`src/rtl/prbs_pkg.sv`:
```
// Shared polynomial table, seed and config-word layout for the multi-channel PRBS source.
package prbs_pkg;

    typedef enum logic [2:0] {
        POLY_PRBS7  = 3'd0,
        POLY_PRBS9  = 3'd1,
        POLY_PRBS15 = 3'd2,
        POLY_PRBS23 = 3'd3,
        POLY_PRBS31 = 3'd4
    } poly_sel_t;

    // Bit indices (N-1, T-1) of the two feedback taps inside the LFSR state.
    typedef struct packed {
        logic [4:0] msb;
        logic [4:0] tap;
    } poly_taps_t;

    localparam int LFSR_W = 31;
    localparam logic [LFSR_W-1:0] SEED = '1;

    localparam int CFG_SEL_LSB = 0;
    localparam int CFG_SEL_W   = 3;
    localparam int CFG_DIV_LSB = 4;

    function automatic poly_sel_t decode_sel(input logic [CFG_SEL_W-1:0] raw);
        return (raw > 3'd4) ? POLY_PRBS31 : poly_sel_t'(raw);
    endfunction

    function automatic poly_taps_t poly_taps(input poly_sel_t sel);
        poly_taps_t t;
        case (sel)
            POLY_PRBS7:  t = '{msb: 5'd6,  tap: 5'd5};
            POLY_PRBS9:  t = '{msb: 5'd8,  tap: 5'd4};
            POLY_PRBS15: t = '{msb: 5'd14, tap: 5'd13};
            POLY_PRBS23: t = '{msb: 5'd22, tap: 5'd17};
            default:     t = '{msb: 5'd30, tap: 5'd27};
        endcase
        return t;
    endfunction

    function automatic logic [LFSR_W-1:0] poly_mask(input poly_sel_t sel);
        poly_taps_t t;
        t = poly_taps(sel);
        return SEED >> (5'd30 - t.msb);
    endfunction

endpackage

```
`src/rtl/prbs_gen_mc_lfsr.sv`:
```
// prbs_lfsr: one Fibonacci LFSR lane with seed reload, freeze (en=0) and lock-up recovery.
module prbs_lfsr
    import prbs_pkg::*;
(
    input  logic       clk,
    input  logic       rst,
    input  logic       en,
    input  logic       load,
    input  logic [2:0] sel,
    output logic       bit_out
);

    poly_sel_t         psel;
    poly_taps_t        taps;
    logic [LFSR_W-1:0] mask;
    logic [LFSR_W-1:0] state;
    logic [LFSR_W-1:0] next_state;
    logic              fb;

    // Bits above the selected length stay zero, so a shorter poly never sees stale upper state.
    always_comb begin
        psel       = poly_sel_t'(sel);
        taps       = poly_taps(psel);
        mask       = poly_mask(psel);
        fb         = state[taps.msb] ^ state[taps.tap];
        next_state = {state[LFSR_W-2:0], fb} & mask;
    end

    // NOTE: state registers use non-blocking assignments so every lane sees pre-edge values.
    always_ff @(posedge clk or posedge rst) begin
        if (rst) begin
            state   <= SEED;
            bit_out <= 1'b0;
        end else if (load) begin
            state   <= SEED & mask;
            bit_out <= 1'b0;
        end else if (en) begin
            if (state == '0) begin
                state   <= SEED & mask;
                bit_out <= 1'b0;
            end else begin
                state   <= next_state;
                bit_out <= fb;
            end
        end
    end

endmodule

```
`src/rtl/prbs_gen_mc.sv`:
```
// prbs_gen_mc: reference PRBS plus NUM_CH chip-delayed copies driving bipolar DAC lanes.
// Optional per-channel +/-1 demodulator enabled by defining PRBS_DEMOD_EN.
module prbs_gen_mc
    import prbs_pkg::*;
#(
    parameter int NUM_CH = 2,
    parameter int DAC_W  = 14,
    parameter int DLY_W  = 24,
    parameter int DIV_W  = 16
) (
    input  logic                     clk,
    input  logic                     rst,
    input  logic [31:0]              S_AXIS_CFG_tdata,
    input  logic                     S_AXIS_CFG_tvalid,
    input  logic [NUM_CH*DLY_W-1:0]  chip_delay,
    output logic                     chip_stb,
    output logic                     prbs_ref,
    output logic [NUM_CH-1:0]        prbs_del,
    output logic [NUM_CH*16-1:0]     M_AXIS_DAC_tdata,
    output logic                     M_AXIS_DAC_tvalid
`ifdef PRBS_DEMOD_EN
    ,
    input  logic [NUM_CH*16-1:0]     S_AXIS_DATA_tdata,
    input  logic                     S_AXIS_DATA_tvalid,
    output logic [NUM_CH*16-1:0]     M_AXIS_DEMOD_tdata,
    output logic                     M_AXIS_DEMOD_tvalid
`endif
);

    localparam int LANE_W = 16;
    localparam logic [DAC_W-1:0]  DAC_POS  = {1'b0, {(DAC_W-1){1'b1}}};
    localparam logic [DAC_W-1:0]  DAC_NEG  = {1'b1, {(DAC_W-1){1'b0}}};
    localparam logic [LANE_W-1:0] LANE_POS = {{(LANE_W-DAC_W){1'b0}}, DAC_POS};
    localparam logic [LANE_W-1:0] LANE_NEG = {{(LANE_W-DAC_W){1'b0}}, DAC_NEG};

    logic                    cfg_wr;
    poly_sel_t               sel_q;
    poly_sel_t               sel_new;
    poly_sel_t               sel_eff;
    logic [DIV_W-1:0]        div_q;
    logic [DIV_W-1:0]        div_cnt;
    logic [DLY_W-1:0]        dly_cnt;
    logic [NUM_CH*DLY_W-1:0] delay_q;
    logic                    active;
    logic                    cfg_unused;

    assign cfg_wr     = S_AXIS_CFG_tvalid;
    assign sel_new    = decode_sel(S_AXIS_CFG_tdata[CFG_SEL_LSB +: CFG_SEL_W]);
    // The reload on a config write must already use the incoming poly length.
    assign sel_eff    = cfg_wr ? sel_new : sel_q;
    assign chip_stb   = active && (div_cnt == div_q);
    assign cfg_unused = ^{S_AXIS_CFG_tdata[31:CFG_DIV_LSB+DIV_W], S_AXIS_CFG_tdata[3]};
    assign M_AXIS_DAC_tvalid = active;

    always_ff @(posedge clk or posedge rst) begin
        if (rst) begin
            active  <= 1'b0;
            sel_q   <= POLY_PRBS31;
            div_q   <= '0;
            delay_q <= '0;
        end else begin
            active <= 1'b1;
            if (cfg_wr) begin
                sel_q   <= sel_new;
                div_q   <= S_AXIS_CFG_tdata[CFG_DIV_LSB +: DIV_W];
                delay_q <= chip_delay;
            end
        end
    end

    always_ff @(posedge clk or posedge rst) begin
        if (rst) begin
            div_cnt <= '0;
            dly_cnt <= '0;
        end else if (cfg_wr) begin
            div_cnt <= '0;
            dly_cnt <= '0;
        end else begin
            div_cnt <= (div_cnt == div_q) ? '0 : div_cnt + 1'b1;
            if (chip_stb && (dly_cnt != '1)) begin
                dly_cnt <= dly_cnt + 1'b1;
            end
        end
    end

    prbs_lfsr u_ref (
        .clk     (clk),
        .rst     (rst),
        .en      (chip_stb),
        .load    (cfg_wr),
        .sel     (sel_eff),
        .bit_out (prbs_ref)
    );

    // A channel stays frozen at its seed until dly_cnt reaches its delay, so it lags ref exactly.
    for (genvar i = 0; i < NUM_CH; i++) begin : g_ch
        logic ch_en;
        assign ch_en = chip_stb && (dly_cnt >= delay_q[i*DLY_W +: DLY_W]);

        prbs_lfsr u_lfsr (
            .clk     (clk),
            .rst     (rst),
            .en      (ch_en),
            .load    (cfg_wr),
            .sel     (sel_eff),
            .bit_out (prbs_del[i])
        );
    end

    always_ff @(posedge clk or posedge rst) begin
        if (rst) begin
            M_AXIS_DAC_tdata <= {NUM_CH{LANE_NEG}};
        end else begin
            for (int i = 0; i < NUM_CH; i++) begin
                M_AXIS_DAC_tdata[i*LANE_W +: LANE_W] <= prbs_del[i] ? LANE_POS : LANE_NEG;
            end
        end
    end

`ifdef PRBS_DEMOD_EN
    logic [NUM_CH*16-1:0] demod_next;
    logic [DAC_W-1:0]     demod_x;
    logic [DAC_W-1:0]     demod_y;
    logic                 demod_unused;

    // NOTE: every always_comb output gets a default first so no path can infer a latch.
    always_comb begin
        demod_next   = '0;
        demod_x      = '0;
        demod_y      = '0;
        demod_unused = 1'b0;
        for (int i = 0; i < NUM_CH; i++) begin
            demod_x = S_AXIS_DATA_tdata[i*LANE_W +: DAC_W];
            if (!prbs_del[i]) begin
                demod_y = demod_x;
            end else if (demod_x == DAC_NEG) begin
                demod_y = DAC_POS;
            end else begin
                demod_y = -demod_x;
            end
            demod_next[i*LANE_W +: DAC_W] = demod_y;
            demod_unused = demod_unused ^ (^S_AXIS_DATA_tdata[i*LANE_W+DAC_W +: LANE_W-DAC_W]);
        end
    end

    always_ff @(posedge clk or posedge rst) begin
        if (rst) begin
            M_AXIS_DEMOD_tdata  <= '0;
            M_AXIS_DEMOD_tvalid <= 1'b0;
        end else begin
            M_AXIS_DEMOD_tdata  <= demod_next;
            M_AXIS_DEMOD_tvalid <= S_AXIS_DATA_tvalid;
        end
    end
`endif

endmodule
```
`config.mk`:
```
export PLATFORM = sky130hd
export DESIGN_NAME = prbs_gen_mc
export DESIGN_NICKNAME = d
export VERILOG_FILES = /design/src/rtl/prbs_pkg.sv /design/src/rtl/prbs_gen_mc_lfsr.sv /design/src/rtl/prbs_gen_mc.sv
export SDC_FILE = /design/constraint.sdc
export NUM_CORES = 1
export LEC_CHECK = 0
export ABC_AREA = 1
export CORE_AREA = 10 10 174 176
export CTS_CLUSTER_DIAMETER = 30
export DETAILED_ROUTE_END_ITERATION = 7
export DIE_AREA = 0 0 184 186
export HOLD_SLACK_MARGIN = 0.15
export MAX_ROUTING_LAYER = met4
export PLACE_DENSITY = 0.64
export SLEW_MARGIN = 5
export SYNTH_ARGS = -nofsm -noshare
export SYNTH_HDL_FRONTEND = slang
export SYNTH_HIERARCHICAL = 1
export SYNTH_SLANG_ARGS = --single-unit
```
`constraint.sdc`:
```
create_clock -name clk -period 5.4 [get_ports clk]
set_input_delay 1.35 -clock clk [delete_from_list [all_inputs] [get_ports clk]]
set_output_delay 1.35 -clock clk [all_outputs]
set_load 0.1 [all_outputs]
```
After elaboration in Yosys (flattened, before gate mapping)
Index checks and enable logic that the tools add are counted.
W data, S select, Z words.
{"block": "op_classes", "order_cmp": 5, "mux": 39, "eq_ne": 5, "n_bitwise": 6, "reduce_logical": 12, "add_sub_neg": 3, "shift": 1}
{"cell": "$mux W31", "count": 9}
{"cell": "$and A31 B31 Y31", "count": 3}
{"cell": "$logic_not A31 Y1", "count": 3}
{"cell": "$ge A24 B24 Y1", "count": 2}
{"cell": "$mux W24", "count": 2}
{"cell": "$pmux W10 S4", "count": 1}
{"cell": "$mux W16", "count": 2}
{"cell": "$shr A31 B5 Y31 const A", "count": 1}
{"cell": "$bmux W1 S5", "count": 6}
{"cell": "$mux W14", "count": 2}
{"cell": "$add A24 B1 Y24 const B", "count": 1}
{"cell": "$ne A24 B24 Y1 const B", "count": 1}
{"cell": "$add A16 B1 Y16 const B", "count": 1}
{"cell": "$eq A16 B16 Y1", "count": 1}
{"cell": "$mux W1", "count": 15}
{"cell": "$lt A5 B6 Y1 const B", "count": 2}
{"cell": "$reduce_bool A2 Y1", "count": 4}
{"cell": "$eq A3 B2 Y1 const B", "count": 2}
{"cell": "$mux W3", "count": 2}
{"cell": "$sub A5 B5 Y5 const A", "count": 1}
{"cell": "$logic_and A1 B1 Y1", "count": 4}
{"cell": "$eq A3 B1 Y1 const B", "count": 1}
{"cell": "$gt A3 B3 Y1 const B", "count": 1}
{"cell": "$logic_not A3 Y1", "count": 1}
{"cell": "$xor A1 B1 Y1", "count": 3}
{"block": "totals", "regBits": 234, "in_bits": 83}

Depth between registers and ports, before layout
Gate-level depths: netlist (run 1).
{"block": "logic_depth", "depth_word": 12, "mapped_depth": 15}

Cells and area by module
The synthesis (run 1) kept the hierarchy.
{"mod": "prbs_gen_mc", "cells_each": 886, "seq_area_each_um2": 2806.4, "area_each_um2": 6731.5, "n_inst": 1}
{"mod": "prbs_lfsr", "cells_each": 226, "seq_area_each_um2": 839.6, "area_each_um2": 1720.4, "n_inst": 3}

Worst setup path before layout (run 1)
Ideal clock, no wire load.
{"block": "synth_timing", "path_kind": "input to register", "start": "in S_AXIS_CFG_tvalid", "end": "reg u_ref.bit_out", "arrival_ps": 3103, "cell_stages": 14, "setup_ps": 120, "required_time_ps": 5280, "path_slack_ps": 2178, "n_path_buf": 3, "cell_sequence": "clkbuf_1 -> clkbuf_1 -> nor2_1 -> nor2_1 -> inv_1 -> buf_4 -> nand2_1 -> o21ai_0 -> nand2_1 -> nand2_1 -> nand2_1 -> nand2_1 -> nand2_1 -> nand2_1"}
{"block": "synth_between", "elab_chain_cells": 9, "elab_cells_between_ends": 15, "classes_between": "eq/ne (3); mux (9); bitwise (1); reduce/logical (2)"}
{"item": "start: declaration", "line": "prbs_gen_mc.sv:14", "text": "input logic S_AXIS_CFG_tvalid,"}
{"item": "$mux W3 *"}
{"item": "net sel_eff[2]", "line": "prbs_gen_mc.sv:39", "text": "poly_sel_t sel_eff;"}
{"item": "$eq A3 B2 Y1 (tied with other cells)", "line": "prbs_pkg.sv:31", "text": "case (sel)"}
{"item": "$pmux W10 S4 *", "line": "prbs_pkg.sv:31"}
{"item": "$bmux W1 S5", "line": "prbs_gen_mc_lfsr.sv:25", "text": "fb = state[taps.msb] ^ state[taps.tap];"}
{"item": "$mux W1 (not written as such)", "line": "prbs_gen_mc_lfsr.sv:25"}
{"item": "$xor A1 B1 Y1 *", "line": "prbs_gen_mc_lfsr.sv:25"}
{"item": "$mux W1 *", "line": "prbs_gen_mc_lfsr.sv:38", "text": "if (state == '0) begin"}
{"item": "$mux W1 *", "line": "prbs_gen_mc_lfsr.sv:37", "text": "end else if (en) begin"}
{"item": "$mux W1 *", "line": "prbs_gen_mc_lfsr.sv:34", "text": "end else if (load) begin"}
{"item": "end signal: assignment", "line": "prbs_gen_mc_lfsr.sv:33", "text": "bit_out <= 1'b0;"}
{"item": "end signal: assignment", "line": "prbs_gen_mc_lfsr.sv:36", "text": "bit_out <= 1'b0;"}
{"item": "end signal: assignment", "line": "prbs_gen_mc_lfsr.sv:40", "text": "bit_out <= 1'b0;"}
{"item": "end: declaration", "line": "prbs_gen_mc_lfsr.sv:10", "text": "output logic bit_out"}
Mark *: on every way through the listed nets, which the timed path passes. The rest lies on a longest branch. The select of a mux whose other input is x is not followed.
A chain may end at the register's enable or synchronous reset.

Worst setup path in the final report (run 1)
{"block": "layout_timing", "start": "reg div_cnt[12]", "end": "out chip_stb"}
{"block": "layout_between", "elab_chain_cells": 2}
{"item": "start: declaration", "line": "prbs_gen_mc.sv:41", "text": "logic [DIV_W-1:0] div_cnt;"}
{"item": "start signal: assignment", "line": "prbs_gen_mc.sv:79", "text": "div_cnt <= (div_cnt == div_q) ? '0 : div_cnt + 1'b1;"}
{"item": "$eq A16 B16 Y1", "line": "prbs_gen_mc.sv:51", "text": "assign chip_stb = active && (div_cnt == div_q);"}
{"item": "$logic_and A1 B1 Y1", "line": "prbs_gen_mc.sv:51"}
{"item": "end: declaration", "line": "prbs_gen_mc.sv:16", "text": "output logic chip_stb,"}
No other way between the ends.

==> results of run 1 <==
-- final timing paths --
check / start / to / slack (ns) / depth (start not counted)
setup / recovery: div_cnt[12]$_DFF_PP0_ / chip_stb / 0.97 / 9
hold / removal: g_ch[1].u_lfsr/bit_out$_DFFE_PP0P_ / M_AXIS_DAC_tdata[28]$_DFF_PP0_ / 0.45 / 0
setup reg to reg: dly_cnt[5]$_DFFE_PP0P_ / g_ch[0].u_lfsr/state[12]$_DFFE_PP1P_ / 2.48 / 12
hold reg to reg: g_ch[1].u_lfsr/bit_out$_DFFE_PP0P_ / M_AXIS_DAC_tdata[28]$_DFF_PP0_ / 0.45 / 0
max in group asynchronous: rst / delay_q[27]$_DFFE_PP0P_ / 3.03 / 3
min in group asynchronous: rst / g_ch[1].u_lfsr/bit_out$_DFFE_PP0P_ / 1.32 / 2
-- cell families (layout without fill, tap and decap cells) --
group                    after synthesis  count (layout)
buffers and inverters                317             463
AO/OA/AOI/OAI                        211             211
flip-flops                           208             208
AND/OR/NAND/NOR                      758             758
XOR/XNOR                              18              18
adder cells (fa/ha/maj)               50              50
other                                  2               5
-- critical path, cell delays in order (launching register included) --
cell and delay (ns):
dfrtp_1 0.38, inv_1 0.07, nand2_1 0.06, nand2_1 0.04
nor2_1 0.15, nand2_1 0.11, nor2_4 0.19, nand3_4 0.13
inv_1 0.21, clkdlybuf4s50_1 1.18
-- cell usage in the layout (no fill, tap or decap), types with 33 or more instances in the layout --
master,Yosys,layout
nor2_1,110,110
nand2_1,454,454
clkbuf_16,0,58
clkdlybuf4s50_1,0,101
ha_1,50,50
nand3_1,138,138
dfstp_2,96,96
inv_1,230,229
o21ai_0,131,131
dfrtp_1,112,112
a21oi_1,33,33
-- power by group through the flow --
| stage | Sequential (mW) | Combinational (mW) | Clock [mW] |
|---|---|---|---|
| CTS | 1.84 | 0.950 | 3.74 |
| finish | 1.84 | 0.940 | 3.68 |
| global placement | 1.85 | 0.931 | 0 |
| floorplan | 1.91 | 0.690 | 0 |
| detailed placement | 1.86 | 0.944 | 0 |
| global route | 1.86 | 1.04 | 3.85 |
-- per-stage QoR --
step	total power [mW]	std cells	hold WS (ns)
2_1_floorplan	2.60	1567	0.446
6_report	6.45	2054	0.455
3_3_place_gp	2.78	1944	0.440
4_1_cts	6.53	2054	0.465
3_5_place_dp	2.80	1944	0.435
5_1_grt	6.75	2054	0.469
-- routing by layer --
layer,vias up,part of all wire (%),track usage [%]
li1,5137,-,-
met1,4624,48,22.7
met2,192,45,26.2
met3,43,5.2,3.65
met4,0,1.7,4.95
met5,-,0,-
-- state kept, by name (all words and copies together), names as in the netlist --
signal               count
M_AXIS_DAC_tdata         4
div_cnt                 16
M_AXIS_DAC_tvalid        1
u_ref/state             31
div_q                   16
sel_q                    3
g_ch.u_lfsr/state       62
u_ref/bit_out            1
dly_cnt                 24
delay_q                 48
g_ch.u_lfsr/bit_out      2
-- final cells by class --
cell class                      instances  area [um2]
Fill cell                            2480       11600
Sequential cell                       208        5330
Multi-Input combinational cell       1042        5200
Clock buffer                           75        1640
Timing Repair Buffer                  109        1070
Inverter                              244         918
Clock inverter                         35         515
Tap cell                              341         427
==> metrics.csv, run 1 <==
metric,value,unit
wire per inst,13.5,um
vias in the first global route,10100,
Worst Max-Slew Pin Slew,0.986,ns
1st-iter DRT viols,612,
ANT cells,0,
total wire length,27.8,mm
CTS Hold Bufs,0,
largest area contributor in the netlist,dfrtp_1,
Comb power frac,14.6,%
minimum clock period,4.43,ns
Mapped Avg Cell Area,7.60,um2
"Hold Violations, Final",0,
Resized Gates After CTS,0,
Routed Antenna Nets,0,
most frequent cells after synthesis,"nand2_1 (454), inv_1 (230), nand3_1 (138)",
synth top area cells,"dfrtp_1 (24%), dfstp_2 (21%), nand2_1 (14%)",
critical path data required time,4.05,ns
fraction of layout cells with a size suffix above 1,14.8,%
largest family of logic cells by synthesized area,simple AND/OR/NAND/NOR gates,
site row count,60,
"Slew Viols, Final",0,
initial antenna violation count,0,
adder-cell area share of the yosys netlist,5.26,%
most common cell in the netlist,nand2_1,
simple logic cell fraction of the synthesized area,27.4,%
Yosys top cell area share,23.6,%
routed vias,9996,
pin count of the biggest net entering global routing,92,
mux contribution to synthesized area,0,%
Post-synth EDFFs,0,
"Remaining Overflow, GRT",0,
max cap viols,0,
Chip Height,186,um
H-tree depth,2,
power per cell area,428,nW/um2
fin util,56.5,%
status,"complete, no violations",
via/cell ratio,4.87,
sw frac,27.6,%
Ys Warns,6,
placer's final routability congestion estimate,0.892,
initial core utilization,44.5,%
setup ws final,0.969,ns
CP Max Fanout,4,
ys flop type,dfrtp_1,
GR Util All Layers,17.2,%
sequential area share after synthesis,44.8,%
TritonCTS Buffers,58,
Post-Synthesis Cells,1564,
Worst-path clk slew,0.05,ns
WP data arrival,3.08,ns
input/output buffers,102,
Die W,184,um
"FFs w/ async S/R, synth",100,%
Placement Cell Area,12900,um2
DRC,0,
dpl ws,1.35,ns
Reg power frac,28.5,%
Clock Latency Late Sink,0.57,ns
Fin Setup TNS,0,ns
router iterations before antenna repair,5,
post-DP HPWL,18.9,mm
Lkg Pwr,7.41,nW
post-route clock period utilization,82.0,%
CORE AREA,26700,um2
# nets final,1796,
CTS tree,done,
Clock power frac,57.0,%
Worst VDD drop,0.250,mV
clk buf depth,3,
Cell Int Power,4.67,mW
sw power,1.78,mW
first-pass GRT wire length,48.3,mm
path category of the worst min-delay check,flop to flop,
Synth Area in Compound Gates,9.52,%
crit end category,primary output,
Clock Skew,0.0253,ns
final setup vio count,0,
Max-slew headroom,34.0,%
"Distinct cells, synth",35,
clock root cell,clkbuf_16,
Max Freq,226,MHz
area share of xor/xnor cells in the synthesized design,1.33,%
Final Cell Area,15100,um2
clock sink total,208,
die area,34200,um2
Setup CP Type,flop to primary output,
crit start category,flop,
Syn-to-layout area delta,26.9,%
synthesized area,11900,um2
RSZ-0062 raised after global routing,no,
boundary pin count,120,
synthesized flop and latch total,208,
number of setup buffers added after CTS,0,
Note: power is estimated with default switching activity, not from simulation.
==> run 2: changes to the inputs <==
Clock period 5.4 ns to 4.53 ns, I/O delays scaled along.
==> run 2 against run 1 <==
  * Flip-flop and latch count did not move
  * Final area fell by 2.2%
  * First-iteration DRC count rose by 17%
  * Sequential power rose by 19%
  * Highest routed layer unchanged
  * Utilization fell by 1.2 points
==> metrics.csv, run 2 (synthesis gave the netlist of run 1 again) <==
metric,value,unit,change
status,"complete, no violations",,
initial antenna violation count,0,,unchanged
Clock Skew,0.0320,ns,+0.00665 ns
CTS tree,done,,
Chip Height,186,um,unchanged
Worst VDD drop,0.401,mV,+61%
dpl ws,0.824,ns,-0.529 ns
clk buf depth,3,,unchanged
Max Freq,293,MHz,
boundary pin count,120,,unchanged
first-pass GRT wire length,47.3,mm,-2.2%
DRC,0,,unchanged
1st-iter DRT viols,714,,+17%
setup ws final,1.12,ns,+0.150 ns
"Remaining Overflow, GRT",0,,unchanged
die area,34200,um2,unchanged
pin count of the biggest net entering global routing,79,,-14%
"Hold Violations, Final",0,,unchanged
number of setup buffers added after CTS,0,,unchanged
post-DP HPWL,19.3,mm,+1.9%
largest registers,"g_ch.u_lfsr/state (62), delay_q (48), u_ref/state (31)",,
"Slew Viols, Final",0,,unchanged
final setup vio count,0,,unchanged
"Max stage delay cell, worst path",clkdlybuf4s50_1,,
Routed Antenna Nets,0,,unchanged
Worst R2R Setup Slack,1.58,ns,-0.90 ns
Setup CP Type,flop to primary output,,
total wire length,27.9,mm,+0.20%
Clock power frac,53.1,%,-3.9 points
Final Cell Area,14800,um2,-2.2%
cell family with most CP delay,buffers and inverters,,
site row count,60,,unchanged
CP Max Fanout,13,,+9
Cell Int Power,5.07,mW,+8.4%
clock sink total,208,,unchanged
sw power,1.99,mW,+12%
slowest cell delay on critical path,1.21,ns,+0.03 ns
fraction of layout cells with a size suffix above 1,14.1,%,-0.70 points
Die W,184,um,unchanged
path category of the worst min-delay check,flop to flop,,
wire per inst,13.7,um,+0.89%
Placement Cell Area,13000,um2,about the same
input/output buffers,102,,unchanged
Lkg Pwr,7.25,nW,-2.2%
router iterations before antenna repair,7,,+2
vias in the first global route,9868,,-2.4%
post-route clock period utilization,75.3,%,
minimum clock period,3.41,ns,
Setup crit end,M_AXIS_DAC_tdata[17],,
Worst path depth,1,,-8
sw frac,28.2,%,+0.65 points
crit start category,flop,,
Fin Setup TNS,0,ns,unchanged
CP Launch Point,M_AXIS_DAC_tdata[28]$_DFF_PP0_,,
routed vias,9989,,-0.070%
crit end category,primary output,,
"commonest non-fill, non-tap cell in the layout",nand2_1,,
Reg2Reg Depth,11,,-1
max cap viols,0,,unchanged
ANT cells,0,,unchanged
max FFs per register,62,,unchanged
clock root cell,clkbuf_16,,
Worst Path Buf+Inv,1,,-2
Comb power frac,15.9,%,+1.3 points
CTS Hold Bufs,0,,unchanged
cell chain of the critical path,clkdlybuf4s50_1,,
Resized Gates After CTS,0,,unchanged
# nets final,1793,,-0.17%
hold path depth,0,,unchanged
r2r startpoint,dly_cnt[21]$_DFFE_PP0P_,,
"Power, Total",7.06,mW,+9.4%
most frequent cells in the layout,"nand2_1 (454), inv_1 (229), nand3_1 (138)",,
initial core utilization,44.5,%,unchanged
worst r2r dst,g_ch[1].u_lfsr/state[8]$_DFFE_PP1P_,,
critical path data required time,3.40,ns,-0.65 ns
power per cell area,479,nW/um2,+12%
Syn-to-layout area delta,24.1,%,
placer's final routability congestion estimate,0.856,,-4.1%
GR Util All Layers,16.9,%,-0.35 points
# fillers,2503,,+0.93%
Worst-path clk slew,0.04,ns,about the same
Clock Latency Late Sink,0.55,ns,-0.02 ns
RSZ-0062 raised after global routing,no,,
Reg power frac,31.0,%,+2.5 points
Worst Max-Slew Pin Slew,0.986,ns,-0.000650 ns
TritonCTS Buffers,53,,-8.6%
CORE AREA,26700,um2,unchanged
H-tree depth,2,,unchanged
hold slack,0.446,ns,-0.00840 ns
via/cell ratio,4.90,,+0.62%
Biggest register,g_ch.u_lfsr/state,,
Max-slew headroom,34.1,%,+0.043 points
WP data arrival,2.28,ns,-0.80 ns
[run 2: worst min-delay path by stage]
stage | start | end
2_1_floorplan | delay_q[0]$_DFFE_PP0P_ | delay_q[0]$_DFFE_PP0P_
3_3_place_gp | g_ch[1].u_lfsr/bit_out$_DFFE_PP0P_ | M_AXIS_DAC_tdata[28]$_DFF_PP0_
3_5_place_dp | g_ch[1].u_lfsr/bit_out$_DFFE_PP0P_ | M_AXIS_DAC_tdata[28]$_DFF_PP0_
4_1_cts | g_ch[1].u_lfsr/bit_out$_DFFE_PP0P_ | M_AXIS_DAC_tdata[28]$_DFF_PP0_
5_1_grt | g_ch[1].u_lfsr/bit_out$_DFFE_PP0P_ | M_AXIS_DAC_tdata[28]$_DFF_PP0_
6_report | g_ch[1].u_lfsr/bit_out$_DFFE_PP0P_ | M_AXIS_DAC_tdata[28]$_DFF_PP0_
[run 2: stage by stage]
| step | util [%] | std cells |
|---|---|---|
| 4_1_cts | 55.2 | 2040 |
| 2_1_floorplan | - | 1567 |
| 5_1_grt | 55.2 | 2040 |
| 6_report | 55.2 | 2040 |
| 3_5_place_dp | 48.5 | 1946 |
| 3_3_place_gp | 48.5 | 1946 |
[run 2: area by class of cell]
type | instances | area (um2) | share of cell area, %
clock buffers | 68 | 1470 | 9.98
clock inverters | 26 | 333 | 2.26
inverters | 244 | 918 | 6.22
multi-input cells | 1042 | 5200 | 35.2
flip-flops and latches | 208 | 5330 | 36.1
well taps | 341 | 427 | 2.89
repair buffers | 111 | 1080 | 7.34
[run 2: layer usage]
metal	vias up	part of all wire, %	wire (um)	global-route usage, %
met1	4626	48	13400	22.0
met5	-	0	0	-
met2	189	45	12600	26.1
met4	0	1.9	537	5.21
li1	5128	-	-	-
met3	46	4.8	1350	3.18
[run 2: power groups by stage]
stage                     clock network, mW  registers (mW)  logic (mW)
after floorplan                           0            2.27       0.823
after global placement                    0            2.21        1.11
after detailed placement                  0            2.21        1.13
after CTS                              3.83            2.19        1.13
after global routing                   3.92            2.21        1.24
final                                  3.75            2.19        1.12
[run 2: worst reg2reg max path, cell delays in order (launching register included)]
cell and delay [ns]:
dfrtp_1 0.50, ha_1 0.37, nand4_1 0.12, nor2_1 0.16, nand3_1 0.11, a21oi_1 0.21, nor2_1 0.07, nor2_1 0.29
nor2_4 0.15, inv_1 0.57, nand3_1 0.18, o21ai_0 0.12
==> run 3: changes to the inputs <==
Clock period 4.53 ns to 3.5 ns, I/O delays scaled along.
==> run 3 against run 2 <==
  * Setup slack worse by 0.68 ns
  * Worst hold slack improved by 0.0085 ns
  * Flip-flop and latch count stayed put
==> metrics.csv, run 3 (synthesis gave the netlist of run 1 again) <==
metric,value,unit,change
Max-slew headroom,43.5,%,+9.4 points
Worst-path clk slew,0.05,ns,about the same
CTS tree,done,,
max cap viols,0,,unchanged
# nets final,1800,,+0.39%
Clock Skew,0.0223,ns,-0.00966 ns
"Power, Total",9.62,mW,+36%
max FFs per register,62,,unchanged
Chip Height,186,um,unchanged
routed vias,10000,,+0.12%
Routed Antenna Nets,0,,unchanged
initial core utilization,44.5,%,unchanged
Critical Path Most Common Cell,nand2_1,,
input/output buffers,102,,unchanged
status,"complete, no violations",,
H-tree depth,2,,unchanged
pin count of the biggest net entering global routing,119,,+51%
total wire length,27.7,mm,-0.58%
clock root cell,clkbuf_16,,
CORE AREA,26700,um2,unchanged
Die W,184,um,unchanged
crit start category,flop,,
power per cell area,643,nW/um2,+34%
Max Freq,327,MHz,
post-DP HPWL,19.2,mm,-0.25%
initial antenna violation count,0,,unchanged
RSZ-0062 raised after global routing,no,,
"Remaining Overflow, GRT",0,,unchanged
site row count,60,,unchanged
Worst VDD drop,0.423,mV,+5.4%
crit end category,primary output,,
clk buf depth,3,,unchanged
Lkg Pwr,7.41,nW,+2.3%
Fin Setup TNS,0,ns,unchanged
boundary pin count,120,,unchanged
die area,34200,um2,unchanged
Worst Max-Slew Pin Slew,0.844,ns,-0.142 ns
# fillers,2453,,-2.0%
CTS Hold Bufs,0,,unchanged
"commonest non-fill, non-tap cell in the layout",nand2_1,,
Syn-to-layout area delta,25.7,%,
final setup vio count,0,,unchanged
critical path data required time,2.62,ns,-0.78 ns
DRC,0,,unchanged
cell chain of the critical path,"inv_2, nand2_1, nand2_1, nor2_1, nand2_1, nor2_4, nand3_4, inv_1, buf_4",,
clock sink total,208,,unchanged
minimum clock period,3.06,ns,
fraction of layout cells with a size suffix above 1,16.8,%,+2.7 points
first-pass GRT wire length,47.0,mm,-0.63%
path category of the worst min-delay check,flop to flop,,
GR Util All Layers,16.8,%,-0.087 points
CP Max Fanout,8,,-5
placer's final routability congestion estimate,0.880,,+2.8%
router iterations before antenna repair,5,,-2
most frequent cells in the layout,"nand2_1 (454), inv_1 (229), nand3_1 (138)",,
via/cell ratio,4.87,,-0.56%
Biggest register,g_ch.u_lfsr/state,,
"Hold Violations, Final",0,,unchanged
"Slew Viols, Final",0,,unchanged
post-route clock period utilization,87.4,%,
largest registers,"g_ch.u_lfsr/state (62), delay_q (48), u_ref/state (31)",,
vias in the first global route,9910,,+0.43%
Setup CP Type,flop to primary output,,
Resized Gates After CTS,0,,unchanged
"Max stage delay cell, worst path",dfrtp_1,,
Clock Latency Late Sink,0.55,ns,about the same
slowest cell delay on critical path,0.50,ns,-0.71 ns
wire per inst,13.5,um,-1.3%
1st-iter DRT viols,578,,-19%
WP data arrival,2.18,ns,-0.10 ns
TritonCTS Buffers,54,,+1.9%
number of setup buffers added after CTS,0,,unchanged
ANT cells,0,,unchanged
[run 3: cell count changes in the layout (fill, tap and decap cells not counted)]
cell             change
bufinv_16            +3
inv_4                -1
inv_6                -2
clkdlybuf4s50_1     -32
buf_4               +36
clkbuf_16            +2
clkinvlp_4           +5
clkinv_2             -2
clkbuf_8             +1
clkinv_4             +3
buf_12               +2
clkinv_8             +2
clkbuf_1             -3
[run 3: final timing paths]
| check | from | end | slack [ns] | depth (start not counted) |
|---|---|---|---|---|
| setup / recovery | div_cnt[4]$_DFF_PP0_ | chip_stb | 0.44 | 9 |
| hold / removal | g_ch[1].u_lfsr/bit_out$_DFFE_PP0P_ | M_AXIS_DAC_tdata[28]$_DFF_PP0_ | 0.45 | 0 |
| hold reg to reg | g_ch[1].u_lfsr/bit_out$_DFFE_PP0P_ | M_AXIS_DAC_tdata[28]$_DFF_PP0_ | 0.45 | 0 |
| min in group asynchronous | rst | g_ch[0].u_lfsr/bit_out$_DFFE_PP0P_ | 0.85 | 2 |
| max in group asynchronous | rst | dly_cnt[13]$_DFFE_PP0P_ | 1.79 | 3 |
| setup reg to reg | dly_cnt[21]$_DFFE_PP0P_ | g_ch[0].u_lfsr/state[19]$_DFFE_PP1P_ | 0.63 | 11 |
[run 3: power breakdown]
group / total [mW] / internal [mW] / switching [mW]
sequential: 2.84 / 2.73 / 0.109
clock: 5.34 / 3.80 / 1.54
combinational: 1.44 / 0.383 / 1.06
total: 9.62 / 6.91 / 2.70
[run 3: final cells by class]
type	count	area (um2)	area share, %
timing repair buffer	117	1070	7.18
multi-input combinational	1042	5200	34.8
inverter	244	920	6.15
clock inverter	34	484	3.24
clock buffer	68	1530	10.2
sequential	208	5330	35.6
tap	341	427	2.85
[run 3: critical path, delay by kind of cell (launching register included)]
family | cells | cell delay [ns]
buffers and inverters | 3 | 0.56
DFF | 1 | 0.50
and+or+nand+nor | 6 | 0.57
[run 3: stage by stage]
stage | util [%] | hold WS (ns) | std cells | setup slack [ns] | instance area [um2]
after global routing | 56.0 | 0.472 | 2054 | 0.242 | 15000
after global placement | 48.4 | 0.451 | 1952 | 0.212 | 12900
after CTS | 56.0 | 0.470 | 2054 | 0.400 | 15000
final | 56.0 | 0.455 | 2054 | 0.441 | 15000
after floorplan | - | 0.446 | 1567 | 0.753 | 11900
after detailed placement | 48.4 | 0.455 | 1952 | 0.108 | 12900
[run 3: routing by layer]
layer | part of all wire (%) | GRT usage, % | vias up
li1 | - | - | 5146
met4 | 1.7 | 5.08 | 0
met2 | 46 | 25.8 | 180
met3 | 4.8 | 3.18 | 49
met1 | 47 | 22.0 | 4626
met5 | 0 | - | -
